**src/rtl/apsk_frame_sequencer.sv**
```systemverilog
// APSK frame sequencer: per-symbol header/payload/pilot scheduling
// with a valid/ready descriptor handshake toward the modulator.
module apsk_frame_sequencer #(
  parameter int BITS_PER_SYMBOL_WIDTH  = 4,
  parameter int LENGTH_WIDTH           = 16,
  parameter int MAX_BITS_PER_SYMBOL    = 5,
  parameter int HEADER_BITS_PER_SYMBOL = 1,
  parameter int PILOT_BITS_PER_SYMBOL  = 2
) (
  input  logic                             s_axi_aclk,
  input  logic                             s_axi_aresetn,
  input  logic [BITS_PER_SYMBOL_WIDTH-1:0] cfg_bits_per_symbol,
  input  logic                             cfg_offset_symbol_enable,
  input  logic [LENGTH_WIDTH-1:0]          cfg_header_length,
  input  logic [LENGTH_WIDTH-1:0]          cfg_payload_length,
  input  logic [LENGTH_WIDTH-1:0]          cfg_pilot_interval,
  input  logic [LENGTH_WIDTH-1:0]          cfg_pilot_length,
  input  logic                             cfg_pilots_enable,
  input  logic                             cfg_continuous,
  input  logic                             start,
  input  logic                             abort,
  input  logic                             sym_ready,
  output logic                             sym_valid,
  output logic [1:0]                       sym_source,
  output logic [BITS_PER_SYMBOL_WIDTH-1:0] sym_bits_per_symbol,
  output logic                             sym_offset_enable,
  output logic                             sym_first,
  output logic                             sym_last,
  output logic                             busy,
  output logic                             frame_done,
  output logic                             cfg_error
);

  localparam int BW = BITS_PER_SYMBOL_WIDTH;
  localparam int LW = LENGTH_WIDTH;

  typedef enum logic [2:0] {
    S_IDLE,
    S_HEADER,
    S_PAYLOAD,
    S_PILOT,
    S_DONE
  } state_t;

  state_t        r_state;
  logic [BW-1:0] r_bps;
  logic          r_off;
  logic [LW-1:0] r_hdr_len;
  logic [LW-1:0] r_pay_len;
  logic [LW-1:0] r_itv;
  logic [LW-1:0] r_pil_len;
  logic          r_pil_en;
  logic          r_cont;
  logic [LW-1:0] r_seg_cnt;
  logic [LW-1:0] r_pay_cnt;
  logic [LW-1:0] r_itv_cnt;
  logic          r_first;

  logic          r_sym_valid;
  logic [1:0]    r_sym_source;
  logic [BW-1:0] r_sym_bps;
  logic          r_sym_off;
  logic          r_sym_first;
  logic          r_sym_last;
  logic          r_busy;
  logic          r_frame_done;
  logic          r_cfg_error;

  state_t        w_state_n;
  logic [BW-1:0] w_bps_n;
  logic          w_off_n;
  logic [LW-1:0] w_hdr_len_n;
  logic [LW-1:0] w_pay_len_n;
  logic [LW-1:0] w_itv_n;
  logic [LW-1:0] w_pil_len_n;
  logic          w_pil_en_n;
  logic          w_cont_n;
  logic [LW-1:0] w_seg_cnt_n;
  logic [LW-1:0] w_pay_cnt_n;
  logic [LW-1:0] w_itv_cnt_n;
  logic          w_first_n;
  logic          w_err_n;

  logic          w_legal;
  logic          w_acc;
  logic          w_launch;
  logic [LW-1:0] w_seg_inc;
  logic [LW-1:0] w_pay_inc;
  logic [LW-1:0] w_itv_inc;

  logic          w_o_valid;
  logic [1:0]    w_o_source;
  logic [BW-1:0] w_o_bps;
  logic          w_o_off;
  logic          w_o_last;

  // Configuration legality and handshake/counter helpers
  always_comb begin
    w_legal = (cfg_bits_per_symbol != '0) &&
              (cfg_bits_per_symbol <= BW'(MAX_BITS_PER_SYMBOL)) &&
              !(cfg_pilots_enable &&
                ((cfg_pilot_interval == '0) ||
                 (cfg_pilot_length == '0)));
    w_acc     = r_sym_valid && sym_ready;
    w_launch  = ((r_state == S_IDLE) && start) ||
                ((r_state == S_DONE) && r_cont);
    w_seg_inc = r_seg_cnt + 1'b1;
    w_pay_inc = r_pay_cnt + 1'b1;
    w_itv_inc = r_itv_cnt + 1'b1;
  end

  // Next-state, latched-config and counter logic
  always_comb begin
    w_state_n   = r_state;
    w_bps_n     = r_bps;
    w_off_n     = r_off;
    w_hdr_len_n = r_hdr_len;
    w_pay_len_n = r_pay_len;
    w_itv_n     = r_itv;
    w_pil_len_n = r_pil_len;
    w_pil_en_n  = r_pil_en;
    w_cont_n    = r_cont;
    w_seg_cnt_n = r_seg_cnt;
    w_pay_cnt_n = r_pay_cnt;
    w_itv_cnt_n = r_itv_cnt;
    w_first_n   = r_first;
    w_err_n     = 1'b0;

    case (r_state)
      S_HEADER: begin
        if (w_acc) begin
          w_first_n = 1'b0;
          if (w_seg_inc == r_hdr_len) begin
            w_seg_cnt_n = '0;
            w_state_n   = (r_pay_len != '0) ? S_PAYLOAD
                                            : S_DONE;
          end else begin
            w_seg_cnt_n = w_seg_inc;
          end
        end
      end
      S_PAYLOAD: begin
        if (w_acc) begin
          w_first_n   = 1'b0;
          w_pay_cnt_n = w_pay_inc;
          w_itv_cnt_n = w_itv_inc;
          if (w_pay_inc == r_pay_len) begin
            w_state_n = S_DONE;
          end else if (r_pil_en && (w_itv_inc == r_itv)) begin
            w_state_n   = S_PILOT;
            w_seg_cnt_n = '0;
          end
        end
      end
      S_PILOT: begin
        if (w_acc) begin
          if (w_seg_inc == r_pil_len) begin
            w_seg_cnt_n = '0;
            w_itv_cnt_n = '0;
            w_state_n   = S_PAYLOAD;
          end else begin
            w_seg_cnt_n = w_seg_inc;
          end
        end
      end
      S_DONE:  w_state_n = S_IDLE;
      default: w_state_n = S_IDLE;
    endcase

    // Frame (re)start: latch the whole config for this frame
    if (w_launch) begin
      if (w_legal) begin
        w_bps_n     = cfg_bits_per_symbol;
        w_off_n     = cfg_offset_symbol_enable;
        w_hdr_len_n = cfg_header_length;
        w_pay_len_n = cfg_payload_length;
        w_itv_n     = cfg_pilot_interval;
        w_pil_len_n = cfg_pilot_length;
        w_pil_en_n  = cfg_pilots_enable;
        w_cont_n    = cfg_continuous;
        w_seg_cnt_n = '0;
        w_pay_cnt_n = '0;
        w_itv_cnt_n = '0;
        w_first_n   = 1'b1;
        if (cfg_header_length != '0) begin
          w_state_n = S_HEADER;
        end else if (cfg_payload_length != '0) begin
          w_state_n = S_PAYLOAD;
        end else begin
          w_state_n = S_DONE;
        end
      end else begin
        w_err_n   = 1'b1;
        w_state_n = S_IDLE;
      end
    end

    // Abort wins over everything outside IDLE
    if (abort && (r_state != S_IDLE)) begin
      w_state_n = S_IDLE;
      w_err_n   = 1'b0;
    end
  end

  // Descriptor for the symbol presented after the next edge
  always_comb begin
    w_o_valid  = 1'b0;
    w_o_source = 2'd0;
    w_o_bps    = '0;
    w_o_off    = 1'b0;
    w_o_last   = 1'b0;
    case (w_state_n)
      S_HEADER: begin
        w_o_valid  = 1'b1;
        w_o_source = 2'd0;
        w_o_bps    = BW'(HEADER_BITS_PER_SYMBOL);
        w_o_off    = 1'b1;
        w_o_last   = (w_pay_len_n == '0) &&
                     (({1'b0, w_seg_cnt_n} + 1'b1) ==
                      {1'b0, w_hdr_len_n});
      end
      S_PAYLOAD: begin
        w_o_valid  = 1'b1;
        w_o_source = 2'd1;
        w_o_bps    = w_bps_n;
        w_o_off    = w_off_n;
        w_o_last   = (({1'b0, w_pay_cnt_n} + 1'b1) ==
                      {1'b0, w_pay_len_n});
      end
      S_PILOT: begin
        w_o_valid  = 1'b1;
        w_o_source = 2'd2;
        w_o_bps    = BW'(PILOT_BITS_PER_SYMBOL);
        w_o_off    = 1'b0;
      end
      default: begin
        w_o_valid  = 1'b0;
      end
    endcase
  end

  // State, counters, latched config and registered outputs
  always_ff @(posedge s_axi_aclk or negedge s_axi_aresetn) begin
    if (!s_axi_aresetn) begin
      r_state      <= S_IDLE;
      r_bps        <= '0;
      r_off        <= 1'b0;
      r_hdr_len    <= '0;
      r_pay_len    <= '0;
      r_itv        <= '0;
      r_pil_len    <= '0;
      r_pil_en     <= 1'b0;
      r_cont       <= 1'b0;
      r_seg_cnt    <= '0;
      r_pay_cnt    <= '0;
      r_itv_cnt    <= '0;
      r_first      <= 1'b0;
      r_sym_valid  <= 1'b0;
      r_sym_source <= 2'd0;
      r_sym_bps    <= '0;
      r_sym_off    <= 1'b0;
      r_sym_first  <= 1'b0;
      r_sym_last   <= 1'b0;
      r_busy       <= 1'b0;
      r_frame_done <= 1'b0;
      r_cfg_error  <= 1'b0;
    end else begin
      r_state      <= w_state_n;
      r_bps        <= w_bps_n;
      r_off        <= w_off_n;
      r_hdr_len    <= w_hdr_len_n;
      r_pay_len    <= w_pay_len_n;
      r_itv        <= w_itv_n;
      r_pil_len    <= w_pil_len_n;
      r_pil_en     <= w_pil_en_n;
      r_cont       <= w_cont_n;
      r_seg_cnt    <= w_seg_cnt_n;
      r_pay_cnt    <= w_pay_cnt_n;
      r_itv_cnt    <= w_itv_cnt_n;
      r_first      <= w_first_n;
      r_sym_valid  <= w_o_valid;
      r_sym_source <= w_o_source;
      r_sym_bps    <= w_o_bps;
      r_sym_off    <= w_o_off;
      r_sym_first  <= w_o_valid && w_first_n;
      r_sym_last   <= w_o_valid && w_o_last;
      r_busy       <= (w_state_n != S_IDLE);
      r_frame_done <= (w_state_n == S_DONE);
      r_cfg_error  <= w_err_n;
    end
  end

  assign sym_valid           = r_sym_valid;
  assign sym_source          = r_sym_source;
  assign sym_bits_per_symbol = r_sym_bps;
  assign sym_offset_enable   = r_sym_off;
  assign sym_first           = r_sym_first;
  assign sym_last            = r_sym_last;
  assign busy                = r_busy;
  assign frame_done          = r_frame_done;
  assign cfg_error           = r_cfg_error;

endmodule

```
**config.mk**
```make
export PLATFORM = sky130hd
export DESIGN_NAME = apsk_frame_sequencer
export DESIGN_NICKNAME = d
export VERILOG_FILES = /design/src/rtl/apsk_frame_sequencer.sv
export SDC_FILE = /design/constraint.sdc
export NUM_CORES = 1
export LEC_CHECK = 0
export BUFFER_PORTS_ARGS = -buffer_cell sky130_fd_sc_hd__buf_2
export CAP_MARGIN = 40
export CORE_MARGIN = 10
export CORE_UTILIZATION = 55
export CTS_BUF_LIST = sky130_fd_sc_hd__clkbuf_16
export DETAILED_ROUTE_END_ITERATION = 16
export GPL_TIMING_DRIVEN = 0
export PLACE_DENSITY = 0.79
export SETUP_SLACK_MARGIN = 0.15
export SYNTH_ARGS = -nofsm -noshare
export SYNTH_HDL_FRONTEND = slang
export SYNTH_SLANG_ARGS = --single-unit
```
**constraint.sdc**
```tcl
create_clock -name s_axi_aclk -period 9 [get_ports s_axi_aclk]
set_clock_uncertainty 0.2 [all_clocks]
set_input_delay 1.8 -clock s_axi_aclk [delete_from_list [all_inputs] [get_ports s_axi_aclk]]
set_output_delay 1.8 -clock s_axi_aclk [all_outputs]
set_load 0.01 [all_outputs]
```
==> qor.yml <==
global_routing:
  overflow: 0
  grt_antenna_before_repair: 0
  grt_max_degree: 77
  grt_pass1_wl_um: 49300
  first_global_vias: 9121
  grt_use_total: 0.258
timing:
  finalHoldViolCount: 0
  setup_viol: 0
  drv_slew: 0
  fmax_ghz: 0.120
  tightest_slew_ns: 0.922
  min_period_ns: 8.30
  rsz0062_at_grt: "false"
  maxSlewHeadroom: 0.379
  setup_tns_ns: 0
  period_share: 0.922
placement:
  io_buffers: 88
  finalWeightedCongestion: 0.979
  dp_hpwl_um: 23600
  placed_area_um2: 10500
yosys:
  synth_cells: 1203
  yosysSeqAreaShare: 0.350
  synth_top_area_cell: "dfrtp_1"
  synth_top_area_share: 0.350
  yosysWarnings: 0
  synthesis.area_um2: 9720
  synth_edf_count: 0
  synthFlopType: "dfrtp_1"
  synth_fp_nets: 1284
  synth_area_leaders: "dfrtp_1 (35%), nand2_1 (9.6%), xnor2_1 (7.7%)"
  syn_avg_cell_area_um2: 8.08
  ys_types: 87
  async_reset_ff_frac: 1.00
  ys_ff_latch: 136
layout:
  drive_gt1_frac: 0.129
  final_common_cell: "nand2_1"
  area_delta_synth_final_pct: 13.4
  diodes: 0
  nets: 1393
  mostFrequentLayoutCells: "nand2_1 (248), dfrtp_1 (136), buf_2 (101)"
  final_area_um2: 11000
cts:
  cts_made_buffers: 17
  clk_pin_slew_ns: 0.06
  ctsHoldBuffers: 0
  cts.sinks: 136
  root_buffer: "clkbuf_16"
  cts_max_level: 4
  post_cts_buffers: 0
  cts_buffer_depth: 2
  cts_tree: "built"
  clk_latency_ns: 0.43
  ctsResizeCount: 0
route:
  via_per_inst: 6.34
  topRoutingLayerUsed: "met4"
  firstDrtPassIters: 6
  wl_met2_um: 13500
  first_iter_violations: 1105
  drc: 0
  wire_per_inst_um: 20.3
  wl_met3_um: 3520
  routed-via-count: 9827
  ant_nets: 0
  routed_wl_um: 31400
  met1Wirelength_um: 13600
floorplanning:
  start_util: 0.562
  row_count: 48
  core_area_um2: 17300
  die_x_um: 153
  fp.dieH_um: 153
  io_pins: 89
  die-area_um2: 23400
setup_path:
  critPathArrivalTime_ns: 8.41
  critPathKind: "in -> reg"
  cp.required_ns: 9.10
  crit_path_end_kind: "register"
  setup.worst_path.start_class: "input pin"
  crit_fanout: 10
power_and_ir_drop:
  power_density_nw_per_um2: 248
  ir_drop_uv: 190
  p_leak_nw: 4.84
hold_path:
  worstHoldPathType: "reg -> reg"
run:
  maxCapViolCount: 0
outcome:
  status: "finished clean"
==> report_power, final <==
group	total, W	internal [W]	switching, W
Combinational	0.00110	0.000451	0.000647
Clock	0.000646	0.000370	0.000276
Sequential	0.000988	0.000791	0.000197
Total	0.00273	0.00161	0.00112
==> stage by stage <==
stage           util  hold slack, ns  cells  total power (W)  setup slack (ns)
2_1_floorplan      -           0.234   1203          0.00173              2.47
3_3_place_gp   0.604           0.247   1516          0.00202             0.230
3_5_place_dp   0.606           0.260   1517          0.00205             0.187
4_1_cts        0.636           0.274   1549          0.00270             0.634
5_1_grt        0.637           0.302   1550          0.00289             0.340
6_report       0.637           0.280   1550          0.00273             0.698
==> layer usage <==
| metal | up-vias | GRT usage |
|---|---|---|
| met3 | 58 | 0.0662 |
| met1 | 4665 | 0.360 |
| met4 | 0 | 0.0813 |
| met2 | 585 | 0.380 |
| met5 | - | 0 |
| li1 | 4519 | - |
==> area by class of cell <==
class / count / area [um^2]
Fill cell: 1525 / 6280
Multi-Input combinational cell: 966 / 5910
Sequential cell: 136 / 3400
Timing Repair Buffer: 90 / 487
Clock buffer: 17 / 425
Buffer: 68 / 285
Tap cell: 225 / 282
Inverter: 33 / 124
Clock inverter: 15 / 98.8
==> path summary, 6_finish.rpt <==
path | startpoint | to | slack, ns | cells past startpoint
min in group asynchronous | s_axi_aresetn | r_hdr_len[8] | 1.15 | 1
max | cfg_pilot_length[5] | sym_last | 0.70 | 22
min reg2reg | r_bps[1] | r_bps[1] | 0.28 | 2
max reg2reg | r_state[1] | sym_last | 1.87 | 21
min | r_bps[1] | r_bps[1] | 0.28 | 2
max in group asynchronous | s_axi_aresetn | r_itv[6] | 6.65 | 2
==> kinds of logic after synthesis <==
family          share of synthesized area
simple gates                        0.314
flops                               0.350
compound gates                      0.156
fa+ha+maj                         0.00644
mux                                0.0211
xor+xnor                            0.110
buf+inv                            0.0420
==> synth_stat cells (all sizes together) (21+ instances only) <==
cell / number
nand2: 248
o21ai: 48
nand3: 40
nor2: 87
clkbuf: 41
buf: 27
xor2: 35
nor3: 28
or3: 21
nand4: 26
nor4: 39
dfrtp: 136
inv: 33
xnor2: 85
a21oi: 41
==> state kept, by name, summed over array words and instances, names as in the netlist, 2 cells and up <==
name                 cells
r_hdr_len               16
r_itv                   16
r_itv_cnt               16
r_pay_cnt               16
r_pay_len               16
r_pil_len               16
r_seg_cnt               16
r_bps                    4
sym_bits_per_symbol      4
r_state                  3
sym_source               2
==> worst max-delay path: stages <==
cell and delay (ns):
buf_2 0.09, nor4_1 0.04, and4_1 0.20, o21ai_0 0.40, and3b_1 0.22, clkbuf_1 0.31
clkbuf_2 0.40, clkbuf_1 0.50, clkbuf_1 0.53, clkbuf_1 0.62, clkbuf_1 0.56, clkbuf_1 0.57
nor2_1 0.15, ha_1 0.30, and2_1 0.19, a221oi_2 0.43, nor3_2 0.17, and4_1 0.24
a211oi_1 0.23, a211oi_1 0.09, o221ai_1 0.22, o32ai_2 0.11
Power figures use the tool's default switching activity.
